--- src/rtl/channel_entry_ctrl.sv ---
// Remote-control channel controller: two-digit entry with timeout, CH+/CH- wrap, BCD digit outputs.
// Optional LAST_CH_EN macro adds a RECALL key (code 13) that swaps with the previously viewed channel.
module channel_entry_ctrl #(
   parameter int MIN_CH      = 1,
   parameter int MAX_CH      = 99,
   parameter int TIMEOUT_CYC = 50000000
) (
   input  logic       clk,
   input  logic       rst_n,
   input  logic       key_valid,
   input  logic [3:0] key_code,
   output logic [7:0] unit_digit,
   output logic [7:0] tens_digit,
   output logic [6:0] channel,
   output logic       ch_changed,
   output logic       entry_active
);

   localparam int CNT_W = $clog2(TIMEOUT_CYC);
   localparam logic [CNT_W-1:0] CNT_LAST = CNT_W'(TIMEOUT_CYC - 1);
   localparam logic [CNT_W-1:0] CNT_ONE  = CNT_W'(1);

   localparam logic [6:0] MIN_C     = 7'(MIN_CH);
   localparam logic [6:0] MAX_C     = 7'(MAX_CH);
   localparam logic [3:0] RST_TENS  = 4'(MIN_CH / 10);
   localparam logic [3:0] RST_UNIT  = 4'(MIN_CH % 10);

   localparam logic [0:0] ST_IDLE  = 1'b0;
   localparam logic [0:0] ST_FIRST = 1'b1;

   localparam logic [3:0] KEY_UP    = 4'd10;
   localparam logic [3:0] KEY_DOWN  = 4'd11;
   localparam logic [3:0] KEY_ENTER = 4'd12;
`ifdef LAST_CH_EN
   localparam logic [3:0] KEY_RECALL = 4'd13;
`endif

   logic [0:0]       state, state_nxt;
   logic [3:0]       pending, pending_nxt;
   logic [CNT_W-1:0] count, count_nxt;
   logic [6:0]       channel_nxt;
   logic [3:0]       tens_q, unit_q, tens_nxt, unit_nxt;
   logic [6:0]       candidate;
   logic [6:0]       ch_up_val, ch_dn_val;
   logic             is_digit, is_up, is_down, is_enter;
`ifdef LAST_CH_EN
   logic [6:0]       prev_ch;
   logic             is_recall;
`endif

   function automatic logic in_range(input logic [6:0] v);
      return (v >= MIN_C) && (v <= MAX_C);
   endfunction

   // Key decode and the wrap-around neighbours of the committed channel
   always_comb begin
      is_digit  = key_valid && (key_code <= 4'd9);
      is_up     = key_valid && (key_code == KEY_UP);
      is_down   = key_valid && (key_code == KEY_DOWN);
      is_enter  = key_valid && (key_code == KEY_ENTER);
`ifdef LAST_CH_EN
      is_recall = key_valid && (key_code == KEY_RECALL);
`endif
      ch_up_val = (channel == MAX_C) ? MIN_C : channel + 7'd1;
      ch_dn_val = (channel == MIN_C) ? MAX_C : channel - 7'd1;
      candidate = ({3'b000, pending} * 7'd10) + {3'b000, key_code};
   end

   always_comb begin
      state_nxt   = state;
      pending_nxt = pending;
      count_nxt   = count;
      channel_nxt = channel;
      case (state)
         ST_IDLE: begin
            if (is_digit) begin
               pending_nxt = key_code;
               count_nxt   = '0;
               state_nxt   = ST_FIRST;
            end else if (is_up) begin
               channel_nxt = ch_up_val;
            end else if (is_down) begin
               channel_nxt = ch_dn_val;
`ifdef LAST_CH_EN
            end else if (is_recall) begin
               channel_nxt = prev_ch;
`endif
            end
         end
         ST_FIRST: begin
            state_nxt = ST_IDLE;
            if (is_digit) begin
               if (in_range(candidate)) channel_nxt = candidate;
            end else if (is_up) begin
               channel_nxt = ch_up_val;
            end else if (is_down) begin
               channel_nxt = ch_dn_val;
            end else if (is_enter) begin
               if (in_range({3'b000, pending})) channel_nxt = {3'b000, pending};
`ifdef LAST_CH_EN
            end else if (is_recall) begin
               channel_nxt = prev_ch;
`endif
            end else if (count == CNT_LAST) begin
               // Reserved codes fall through here too, so they never stall the timeout
               if (in_range({3'b000, pending})) channel_nxt = {3'b000, pending};
            end else begin
               count_nxt = count + CNT_ONE;
               state_nxt = ST_FIRST;
            end
         end
         default: state_nxt = ST_IDLE;
      endcase

      // During entry the display shows the pending digit; otherwise the committed channel
      if (state_nxt == ST_FIRST) begin
         tens_nxt = 4'd0;
         unit_nxt = pending_nxt;
      end else begin
         tens_nxt = 4'(channel_nxt / 7'd10);
         unit_nxt = 4'(channel_nxt % 7'd10);
      end
   end

   always_ff @(posedge clk or negedge rst_n) begin
      if (!rst_n) begin
         state        <= ST_IDLE;
         pending      <= 4'd0;
         count        <= '0;
         channel      <= MIN_C;
         tens_q       <= RST_TENS;
         unit_q       <= RST_UNIT;
         ch_changed   <= 1'b0;
         entry_active <= 1'b0;
      end else begin
         state        <= state_nxt;
         pending      <= pending_nxt;
         count        <= count_nxt;
         channel      <= channel_nxt;
         tens_q       <= tens_nxt;
         unit_q       <= unit_nxt;
         ch_changed   <= (channel_nxt != channel);
         entry_active <= (state_nxt == ST_FIRST);
      end
   end

`ifdef LAST_CH_EN
   always_ff @(posedge clk or negedge rst_n) begin
      if (!rst_n) begin
         prev_ch <= MIN_C;
      end else if (channel_nxt != channel) begin
         prev_ch <= channel;
      end
   end
`endif

   assign tens_digit = {4'b0000, tens_q};
   assign unit_digit = {4'b0000, unit_q};

endmodule

--- config.mk ---
export PLATFORM = sky130hd
export DESIGN_NAME = channel_entry_ctrl
export DESIGN_NICKNAME = d
export VERILOG_FILES = /design/src/rtl/channel_entry_ctrl.sv
export SDC_FILE = /design/constraint.sdc
export NUM_CORES = 1
export LEC_CHECK = 0
export CAP_MARGIN = 0
export CORE_ASPECT_RATIO = 0.6
export CORE_UTILIZATION = 59
export CTS_BUF_LIST = sky130_fd_sc_hd__clkbuf_16
export DETAILED_ROUTE_END_ITERATION = 10
export GPL_ROUTABILITY_DRIVEN = 1
export MAX_ROUTING_LAYER = met4
export PLACE_DENSITY = 0.81
export SYNTH_ARGS = -nofsm -noshare
export SYNTH_HDL_FRONTEND = slang
export SYNTH_SLANG_ARGS = --single-unit
--- constraint.sdc ---
create_clock -name clk -period 11.33 [get_ports clk]
set_input_delay 2.8325 -clock clk [delete_from_list [all_inputs] [get_ports clk]]
set_output_delay 2.8325 -clock clk [all_outputs]
set_load 0.01 [all_outputs]
# After elaboration in Yosys (flattened, before gate mapping)

Cells that the tools add are included.

Register bits: 47
Output and inout port bits: 25

Add/subtract/negate cells: 4
Multiply operators: 1
Div/mod/pow operators: 2
Magnitude comparators: 4
Equality and inequality tests: 13
Muxes and demuxes: 31
Bitwise logic cells: 1
Reductions and logical operators: 6

Operators by type and width:

| operator                                                               | count |
|---|---|
| 26-bit two-way mux                                                     | 6 |
| 7-bit two-way mux                                                      | 12 |
| 26-bit one-hot mux with 2 select lines                                 | 1 |
| 26-bit by 1-bit adder with 26-bit output (second input constant)       | 1 |
| 26-bit == test (second input constant)                                 | 1 |
| 4-bit two-way mux                                                      | 4 |
| 7-bit one-hot mux with 2 select lines                                  | 1 |
| 4-bit == test (second input constant)                                  | 3 |
| 2-bit inequality test (second input constant)                          | 6 |
| 7-bit by 1-bit adder with 7-bit output (second input constant)         | 1 |
| 7-bit by 4-bit adder with 7-bit output                                 | 1 |
| 7-bit by 4-bit divider with 7-bit output (second input constant)       | 1 |
| 7-bit by 1-bit == test with 1-bit output (second input constant)       | 1 |
| 7-bit == test (second input constant)                                  | 1 |
| 7-bit by 1-bit >= comparator with 1-bit output (second input constant) | 1 |
| 7-bit <= comparator (second input constant)                            | 1 |
| 7-bit by 4-bit modulo with 7-bit output (second input constant)        | 1 |
| 7-bit inequality test                                                  | 1 |
| 7-bit by 1-bit subtractor with 7-bit output (second input constant)    | 1 |
| 4-bit by 3-bit multiplier with 6-bit output (second input constant)    | 1 |
| 1-bit two-way mux                                                      | 6 |
| 6-bit AND reduction                                                    | 1 |
| 1-bit logical AND                                                      | 5 |
| 4-bit by 1-bit >= comparator with 1-bit output (second input constant) | 1 |
| 3 further kinds                                                        | 3 |

# Longest topological paths before layout

Gate-level depths: netlist of the first run.

Word-level depth: 10
Gate-level depth with buffers: 29

# Worst setup path after synthesis of the first run

No wires, ideal clock.

Path type: input -> register
Start: input port key_code[1]
End: register unit_q[2]
Data arrival time: 7.806 ns
Data required time: 11.206 ns
Slack: 3.400 ns
Cell stages on the path: 27
Buffers on the path: 2
Cell sequence: ha_1 fa_1 xor2_2 nor2_1 o41a_1 a22o_1 buf_6 o31a_1 a22oi_2 a21oi_1 ha_1 buf_2 nand2_1 mux2i_1 a2bb2oi_1 nand2_1 inv_1 ha_1 nand3_1 a221oi_2 a211oi_4 xnor2_1 inv_1 ha_1 nand2b_2 a31oi_1 nor3_2

Cells in the longest elaborated chain, start to end: 9
Elaborated cells between the ends (all ways): 31
Classes of those cells: add/sub (1); div (1); order compare (3); eq/ne (3); mux (18); reduce/logical (5)

RTL lines:

| what                                                                                           | line | RTL |
|---|---|---|
| start: declaration                                                                             | 11   | `input logic [3:0] key_code,` |
| parallel branches: the longest is 8 deep, another holds 7-bit by 4-bit adder with 7-bit output | -    |  |
| 4-bit two-way mux *                                                                            | 116  | `if (state_nxt == ST_FIRST) begin` |
| net unit_nxt[2]                                                                                | 42   | `logic [3:0] tens_q, unit_q, tens_nxt, unit_nxt;` |
| end signal: assignment                                                                         | 141  | `unit_q <= unit_nxt;` |
| end: declaration                                                                               | 42   |  |

Mark *: on every way through the listed nets, which the timed path passes.
A chain may end at the register's enable or synchronous reset.

# Worst setup path after layout of the first run

Start: input port key_code[1]
End: register unit_q[1]

Same word-level chain as after synthesis.

==> results of run 1 <==
metrics by stage:
| step | utilization (%) | instances | hold slack, ns | power [mW] | worst slack (ns) |
|---|---|---|---|---|---|
| global placement | 66.00 | 527 | 0.4887 | 1.158 | 2.433 |
| CTS | 68.32 | 535 | 0.5264 | 1.343 | 2.364 |
| floorplan | - | 446 | 0.4579 | 0.9859 | 3.400 |
| global route | 68.32 | 535 | 0.5598 | 1.455 | 1.895 |
| detailed placement | 66.00 | 527 | 0.5118 | 1.188 | 2.062 |
| finish | 68.32 | 535 | 0.5323 | 1.368 | 2.291 |
flip-flops by register name, summed over array words and instances, names as in the netlist:
signal	flops
count	26
pending	4
tens_q	4
ch_changed	1
state	1
unit_q	4
channel	7
report_power, final:
part / leakage (nW) / total [mW] / switching [mW] / internal [mW]
logic: 1.08 / 0.944 / 0.547 / 0.397
clock network: 0.0716 / 0.153 / 0.0705 / 0.0820
registers: 0.604 / 0.271 / 0.0637 / 0.207
total: 1.76 / 1.37 / 0.681 / 0.687
cells in the mapped netlist (3+ instances only):
cell	instances	share of area, %
xor2_1	12	2.7
buf_6	3	0.86
xnor2_1	16	3.6
a22o_1	3	0.67
a31oi_1	6	0.96
o21ai_0	18	2.3
dfrtp_1	45	29
a21o_1	6	1.1
nor2b_1	7	1.1
mux2_2	4	1.1
nor2_1	45	4.3
ha_1	15	4.8
inv_1	15	1.4
inv_2	3	0.29
clkbuf_1	10	0.96
and4_1	3	0.67
and3_1	7	1.1
nand2b_1	3	0.48
nor3b_1	3	0.57
nor3_1	10	1.3
and2_1	5	0.80
nand2_1	26	2.5
a211oi_1	5	0.96
buf_2	5	0.64
o22ai_1	5	0.80
mux2i_1	3	0.77
buf_4	8	1.5
nand4_1	13	2.1
nand3_1	24	3.1
nor4_1	5	0.80
or3_1	9	1.4
o31ai_1	3	0.57
a21oi_1	17	2.2
final cells by class:
class                   instances  area, um^2
clock inverters                 3       20.02
repair buffers                 24       232.7
fillers                       482        1979
well taps                      84       105.1
flip-flops and latches         47        1179
clock buffers                   5       125.1
multi-input cells             352        2527
inverters                      20       80.08
cell usage in the layout, fill, tap and decap left out, types with 9 or more instances in the layout:
cell type,n
nor3_1,10
ha_1,15
nand2_1,26
nand3_1,24
nor2_1,45
xnor2_1,16
o21ai_0,18
nand4_1,13
clkdlybuf4s50_1,22
a21oi_1,17
or3_1,9
inv_1,16
xor2_1,12
dfrtp_1,45
critical path, delay by kind of cell:
family | cells | cell delay [ns]
XOR/XNOR | 1 | 0.31
AND/OR/NAND/NOR | 3 | 0.50
buffers and inverters | 4 | 0.85
adder cells (fa/ha/maj) | 5 | 1.50
AO/OA/AOI/OAI | 13 | 3.25
routing by layer:
layer	vias up	track usage, %	part of all wire (%)	wire length (um)
met3	18	8.135	9.4	936
met4	0	8.733	1.6	164
met5	-	-	0	0
li1	1633	-	-	-
met1	1736	47.32	49	4863
met2	184	41.29	40	4024
worst max-delay path by stage:
stage | startpoint | to
final | key_code[1] | unit_q[1]$_DFF_PN0_
after global routing | key_code[1] | unit_q[2]$_DFF_PN0_
after CTS | key_code[1] | unit_q[1]$_DFF_PN0_
after detailed placement | key_code[1] | unit_q[1]$_DFF_PN0_
after global placement | key_code[1] | unit_q[2]$_DFF_PN0_
after floorplan | key_code[1] | unit_q[2]$_DFF_PN0_
logic make-up after synthesis:
logic type                 Yosys count
adders and majority gates           17
buffers and inverters               47
xor gates and xnor gates            31
AOI/OAI and AO/OA                  109
DFF                                 47
muxes                                8
and+or+nand+nor                    179
other                                1
==> flow_summary.ini, run 1 <==
[setup_path]
crit_slowest_cell = clkdlybuf4s50_1
rrSetupSlack_ns = 4.55
critPathMaxFanout = 8
rr_startpoint = pending[1]$_DFF_PN0_
setup.worst_path.class = in -> reg
critPathArrivalTime_ns = 9.25
crit_path_end_kind = register
cp_common_cell = ha_1
critPathRequiredTime_ns = 11.54
start_kind = primary input
ff2ff_path_depth = 26
cp_slowest_stage_delay_ns = 0.50
reg2reg_to = unit_q[1]$_DFF_PN0_

[timing]
worst_slew_pin_slew_ns = 1.040
finalSetupViolCount = 0
period_share_pct = 79.78
period_needed_ns = 9.039
slew_headroom_pct = 30.70
slew_violations = 0
fmax_ghz = 0.1106
hold_viol_final = 0
tns_ns = 0
skew_ns = 0.007807
rsz0062_at_grt = no

[die]
core_um2 = 6248
die_w_um = 107.2
rows = 22
dieArea_um2 = 6985
io_pins = 32
initial_core_util_pct = 62.74
die_h_um = 65.14

[grt]
overflow = 0
grt_pass1_wl_mm = 16.30
grt_max_degree = 48
grt_pass1_vias = 3250
globalRouteTotalUtil_pct = 31.51
antenna_found_initial = 0

[pwr]
cellPowerDensity_nw_per_um2 = 320.4
static-leakage-power_nw = 1.760
max-vdd-ir-drop_v = 0.0003470

[cts]
cts_buffers = 5
ctsResizeCount = 0
cts_max_level = 2
cts_sinks = 47
cts_root_buf = clkbuf_16
cts_tree = yes
cts_hold_buf = 0
clkLatencyLatePin_ns = 0.30
cts_setup_buffers = 0
cts_buffer_depth = 2
clk_pin_slew_worst_paths_ns = 0.07

[synthesis]
synth-compound-area-share_pct = 23.11
synth_top_family_by_area = simple AND/OR/NAND/NOR gates
synthSimpleGateAreaFrac_pct = 24.51
synth_area_per_cell_um2 = 8.929
synth_fa_ha_area_share_pct = 5.809
ys_ff_latch = 47
syn_inst = 439
synthMuxAreaShare_pct = 2.298
yosysSeqAreaShare_pct = 30.07
synthArstFlopShare_pct = 100.0
synthFlopType = dfrtp_1
ys_types = 94
synth_edf_count = 0
yosysWarnings = 0
synthXorXnorAreaFrac_pct = 7.980
netlist_area_um2 = 3920

[hold_path]
hold_path_depth = 1
hold_end = count[2]$_DFFE_PN0P_
hold_class = reg -> reg
worst_hold_startpoint = count[2]$_DFFE_PN0P_

[drt]
first_iter_violations = 386
viasPerCell = 6.675
routed_wl_mm = 9.988
ant_nets = 0
drc = 0
vias = 3571
wl_per_cell_um = 18.67
first_pass_iters = 4

[status]
status = finished clean

[placed_design]
place_area_um2 = 4124
hpwl_mm = 7.408
gp_congestion = 0.9386
portBuffers = 23

[layout]
final_nets = 474
design_area_um2 = 4269
area_growth_pct = 8.905
drive_above_1_share_pct = 11.09
antenna_cells = 0

[job]
drv_cap = 0
(Power assumes the default switching activity.)
==> run 2: changes to the inputs <==
Clock period 11.33 ns to 8.75 ns, I/O delays scaled along.
==> run 2 against run 1 <==
  * Routed wire length is 3.1% higher
  * Setup slack got worse by 1.8 ns
  * Total power rose by 30%
  * Final cell count rose by 0.56%
  * Sequential power up 30%
  * Register-to-register slack got worse by 2.5 ns
  * Largest power group unchanged
==> flow_summary.ini, run 2 (same netlist as run 1, synthesis figures left out) <==
[hold_path]
hold_class = reg -> reg
hold_end = count[2]$_DFFE_PN0P_
hold_path_depth = 1
worst_hold_startpoint = count[2]$_DFFE_PN0P_

[drt]
drc = 0
ant_nets = 0
vias = 3627
first_pass_iters = 5
wl_per_cell_um = 19.14
routed_wl_mm = 10.30
viasPerCell = 6.742
first_iter_violations = 364

[setup_path]
rrSetupSlack_ns = 2.09
critPathMaxFanout = 8
critPathRequiredTime_ns = 8.96
crit_path_end_kind = register
setup.worst_path.class = in -> reg
ff2ff_path_depth = 26
reg2reg_to = unit_q[1]$_DFF_PN0_
critPathArrivalTime_ns = 8.48
start_kind = primary input
rr_startpoint = pending[1]$_DFF_PN0_

[pwr]
static-leakage-power_nw = 1.773
pwr-share-seq_pct = 19.8
p_int_uw = 901.8
p_total_mw = 1.781
switchingPower_uw = 879.1
pwr-share-clk_pct = 10.9
cellPowerDensity_nw_per_um2 = 414.7
pwr-share-comb_pct = 69.3
swShare_pct = 49.36
max-vdd-ir-drop_v = 0.0004135

[layout]
antenna_cells = 0
fin_cells = 538
largest_reg_flops = 26
mostFrequentLayoutCells = nor2_1 (45), dfrtp_1 (45), nand2_1 (26)
final_nets = 477
area_growth_pct = 9.544
regMostFlops = count
drive_above_1_share_pct = 11.89
top_regs = count: 26 flops, channel: 7 flops

[cts]
cts_buffer_depth = 2
clk_pin_slew_worst_paths_ns = 0.07
cts_root_buf = clkbuf_16
cts_sinks = 47
cts_max_level = 2
cts_buffers = 5
cts_setup_buffers = 0
clkLatencyLatePin_ns = 0.29
cts_tree = yes

[placed_design]
portBuffers = 23
gp_congestion = 0.9471
dp.cells = 530
hpwl_mm = 7.609

[grt]
globalRouteTotalUtil_pct = 32.00
overflow = 0
grt_max_degree = 48
grt_pass1_wl_mm = 16.73
antenna_found_initial = 0
grt_pass1_vias = 3315

[timing]
fmax_ghz = 0.1209
skew_ns = 0.005617
period_needed_ns = 8.271
rsz0062_at_grt = no
hold_viol_final = 0
slew_headroom_pct = 29.81
slew_violations = 0
tns_ns = 0
period_share_pct = 94.52
finalSetupViolCount = 0
worst_slew_pin_slew_ns = 1.053

[status]
status = finished clean

[job]
drv_cap = 0

[die]
die_w_um = 107.2
die_h_um = 65.14
dieArea_um2 = 6985
initial_core_util_pct = 62.74
io_pins = 32
rows = 22
core_um2 = 6248
==> run 2: cell types whose count changed in the layout (fill, tap and decap cells not counted) <==
cell,change
buf_4,+3
ha_1,-1
ha_2,+1
==> run 2: metrics by stage <==
step	setup WS, ns	util (%)	hold WS (ns)	instance area [um^2]
floorplan	1.465	-	0.4579	3946
global placement	0.4992	66.36	0.4891	4146
detailed placement	0.1920	66.36	0.5274	4146
CTS	0.5075	68.68	0.5419	4292
global route	0.03173	68.72	0.5782	4294
finish	0.4793	68.72	0.5321	4294
==> run 2: worst max path at each step <==
stage / depth (start not counted) / slack, ns / to / startpoint
3_3_place_gp: 25 / 0.50 / unit_q[2]$_DFF_PN0_ / key_code[1]
4_1_cts: 25 / 0.51 / unit_q[1]$_DFF_PN0_ / key_code[1]
6_report: 25 / 0.48 / unit_q[1]$_DFF_PN0_ / key_code[1]
3_5_place_dp: 25 / 0.19 / unit_q[1]$_DFF_PN0_ / key_code[1]
2_1_floorplan: 27 / 1.47 / unit_q[2]$_DFF_PN0_ / key_code[1]
5_1_grt: 26 / 0.03 / unit_q[1]$_DFF_PN0_ / key_code[1]
==> run 2: timing repair <==
item,in CTS,in global routing
hold buffers,0,0
setup endpoints to repair,0,2
endpoints found under the hold margin,0,0
resized for setup,0,1
==> run 2: cell type report <==
cell class | instances | area [um^2]
multi-input combinational | 352 | 2530
fill | 503 | 1954
sequential | 47 | 1179
timing repair buffer | 27 | 255.2
clock buffer | 5 | 125.1
tap | 84 | 105.1
inverter | 20 | 80.08
clock inverter | 3 | 20.02
==> run 2: routing by layer <==
layer	share of wire [%]	wire length, um	global-route usage [%]	vias to the layer above
met1	48	4949	48.34	1769
li1	-	-	-	1635
met5	0	0	-	-
met4	0.76	78	7.877	0
met3	9.3	963	5.456	14
met2	42	4308	44.27	209
==> run 2: power by group through the flow <==
| stage | sequential, mW | clock, mW | combinational [mW] |
|---|---|---|---|
| 3_3_place_gp | 0.349 | 0 | 1.16 |
| 4_1_cts | 0.348 | 0.195 | 1.20 |
| 3_5_place_dp | 0.351 | 0 | 1.20 |
| 6_report | 0.353 | 0.194 | 1.23 |
| 5_1_grt | 0.357 | 0.204 | 1.34 |
| 2_1_floorplan | 0.323 | 0 | 0.954 |
==> run 2: worst max-delay path: stages <==
cell             delay, ns
clkdlybuf4s50_1       0.50
ha_1                  0.28
fa_1                  0.57
or4_1                 0.59
a21oi_1               0.20
a22o_1                0.44
o31a_1                0.28
a22oi_2               0.18
a21oi_1               0.19
ha_2                  0.29
inv_1                 0.09
o2111a_1              0.14
a221oi_2              0.26
nand2_1               0.15
inv_1                 0.14
ha_1                  0.18
nand3_1               0.12
a221oi_2              0.38
a211oi_4              0.11
xnor2_1               0.32
inv_1                 0.08
ha_1                  0.21
nand2b_2              0.22
a21o_1                0.17
a31oi_1               0.17
==> run 3: changes to the inputs <==
Settings changed: CORE_MARGIN set to 8, TNS_END_PERCENT set to 100.
Clock period 8.75 ns to 7.8 ns, I/O delays scaled along.
==> run 3 against run 2 <==
  * Die area grew 37%
  * Total power grew 19%
  * Clock skew grew 0.0026 ns
  * Clock power grew 12%
  * Critical path depth grew 2
  * Worst hold slack lost 0.019 ns
  * Core utilization shrank 1.4 points
  * Sequential share of layout area shrank 0.77 points
  * Register-to-register slack lost 0.59 ns
  * Highest routed layer unchanged
==> flow_summary.ini, run 3 (same netlist as run 1, synthesis figures left out) <==
[status]
status = finished clean

[layout]
area_growth_pct = 12.70
regMostFlops = count
final_nets = 488
drive_above_1_share_pct = 14.84
fin_cells = 552
design_area_um2 = 4418
antenna_cells = 0
largest_reg_flops = 26
fill_cells = 526
top_regs = count: 26 flops, channel: 7 flops
mostFrequentLayoutCells = nor2_1 (45), dfrtp_1 (45), nand2_1 (26)

[setup_path]
crit_path_end_kind = register
cp_common_cell = ha_1
crit_slowest_cell = clkdlybuf4s50_1
critPathRequiredTime_ns = 7.97
critPathArrivalTime_ns = 7.64
crit_family = compound AO/OA/AOI/OAI gates
start_kind = primary input
critical_path_buf_inv_count = 4
setup.worst_path.class = in -> reg
rr_startpoint = pending[1]$_DFF_PN0_
critPathMaxFanout = 8
startpoint = key_code[1]
cp_slowest_stage_delay_ns = 0.44

[timing]
finalSetupViolCount = 0
fin_ws_ns = 0.3318
slew_violations = 0
period_needed_ns = 7.468
slew_headroom_pct = 30.86
worst_slew_pin_slew_ns = 1.037
hold_viol_final = 0
tns_ns = 0
skew_ns = 0.008213
hold-worst-slack_ns = 0.5128
period_share_pct = 95.75
fmax_ghz = 0.1339

[die]
rows = 23
io_pins = 32
core_um2 = 6561
dieArea_um2 = 9594
die_h_um = 79.14
initial_core_util_pct = 59.74
die_w_um = 121.2

[drt]
viasPerCell = 6.540
first_iter_violations = 452
routed_wl_mm = 10.84
vias = 3610
drc = 0
ant_nets = 0
wl_per_cell_um = 19.64
first_pass_iters = 6

[hold_path]
worst_hold_startpoint = count[2]$_DFFE_PN0P_
hold_class = reg -> reg

[placed_design]
post-place-ws_ns = 0.006034
hpwl_mm = 7.921
gp_congestion = 0.9739
portBuffers = 23
dp.cells = 544
place_area_um2 = 4233

[cts]
cts_sinks = 47
clk_pin_slew_worst_paths_ns = 0.07
cts_setup_buffers = 0
cts_tree = yes
clkLatencyLatePin_ns = 0.29
cts_buffers = 5
cts_root_buf = clkbuf_16
cts_buffer_depth = 2
cts_max_level = 2

[grt]
antenna_found_initial = 0
grt_max_degree = 48
grt_pass1_wl_mm = 17.66
globalRouteTotalUtil_pct = 23.37
overflow = 0
grt_pass1_vias = 3491

[pwr]
static-leakage-power_nw = 1.836
cellPowerDensity_nw_per_um2 = 479.1
max-vdd-ir-drop_v = 0.0004100

[job]
drv_cap = 0
==> run 3: cell types whose count changed in the layout (fill, tap and decap cells not counted), sizes merged <==
cell      delta
clkinv       +2
clkinvlp     -1
buf         +11
inv          -1
==> run 3: path summary, 6_finish.rpt <==
| kind | end | slack, ns | cells past startpoint |
|---|---|---|---|
| min | count[2]$_DFFE_PN0P_ | 0.51 | 1 |
| min in group asynchronous | count[14]$_DFFE_PN0P_ | 1.84 | 1 |
| min reg2reg | count[2]$_DFFE_PN0P_ | 0.51 | 1 |
| max | unit_q[2]$_DFF_PN0_ | 0.33 | 27 |
| max reg2reg | unit_q[2]$_DFF_PN0_ | 1.50 | 27 |
| max in group asynchronous | channel[3]$_DFF_PN0_ | 5.32 | 1 |
==> run 3: area by class of cell <==
type	count	area (um^2)	area share, %
multi-input combinational	352	2565	58.06
sequential	47	1179	26.68
timing repair buffer	38	337.8	7.647
clock buffer	5	125.1	2.832
tap	87	108.9	2.464
inverter	20	80.08	1.813
clock inverter	3	22.52	0.5098
==> run 3: power breakdown <==
part | leakage (nW) | switching, mW | internal, mW
logic | 1.16 | 0.849 | 0.656
clock network | 0.0742 | 0.0982 | 0.120
registers | 0.604 | 0.0918 | 0.301
total | 1.84 | 1.04 | 1.08
==> run 3: layer usage <==
layer,track usage (%),part of all wire [%],up-vias
li1,-,-,1665
met1,33.66,45,1705
met2,33.22,43,224
met3,4.459,11,16
met4,4.896,1.4,0
met5,-,0,-
==> run 3: per-stage QoR <==
step,power [mW],util [%]
6_report,2.116,67.33
5_1_grt,2.251,67.33
4_1_cts,2.039,66.76
3_5_place_dp,1.806,64.51
3_3_place_gp,1.771,64.51
2_1_floorplan,1.432,-
==> run 3: what timing repair did <==
item,CTS,global route
hold buffers,0,0
resized for setup,0,8
endpoints found under the setup margin,0,4
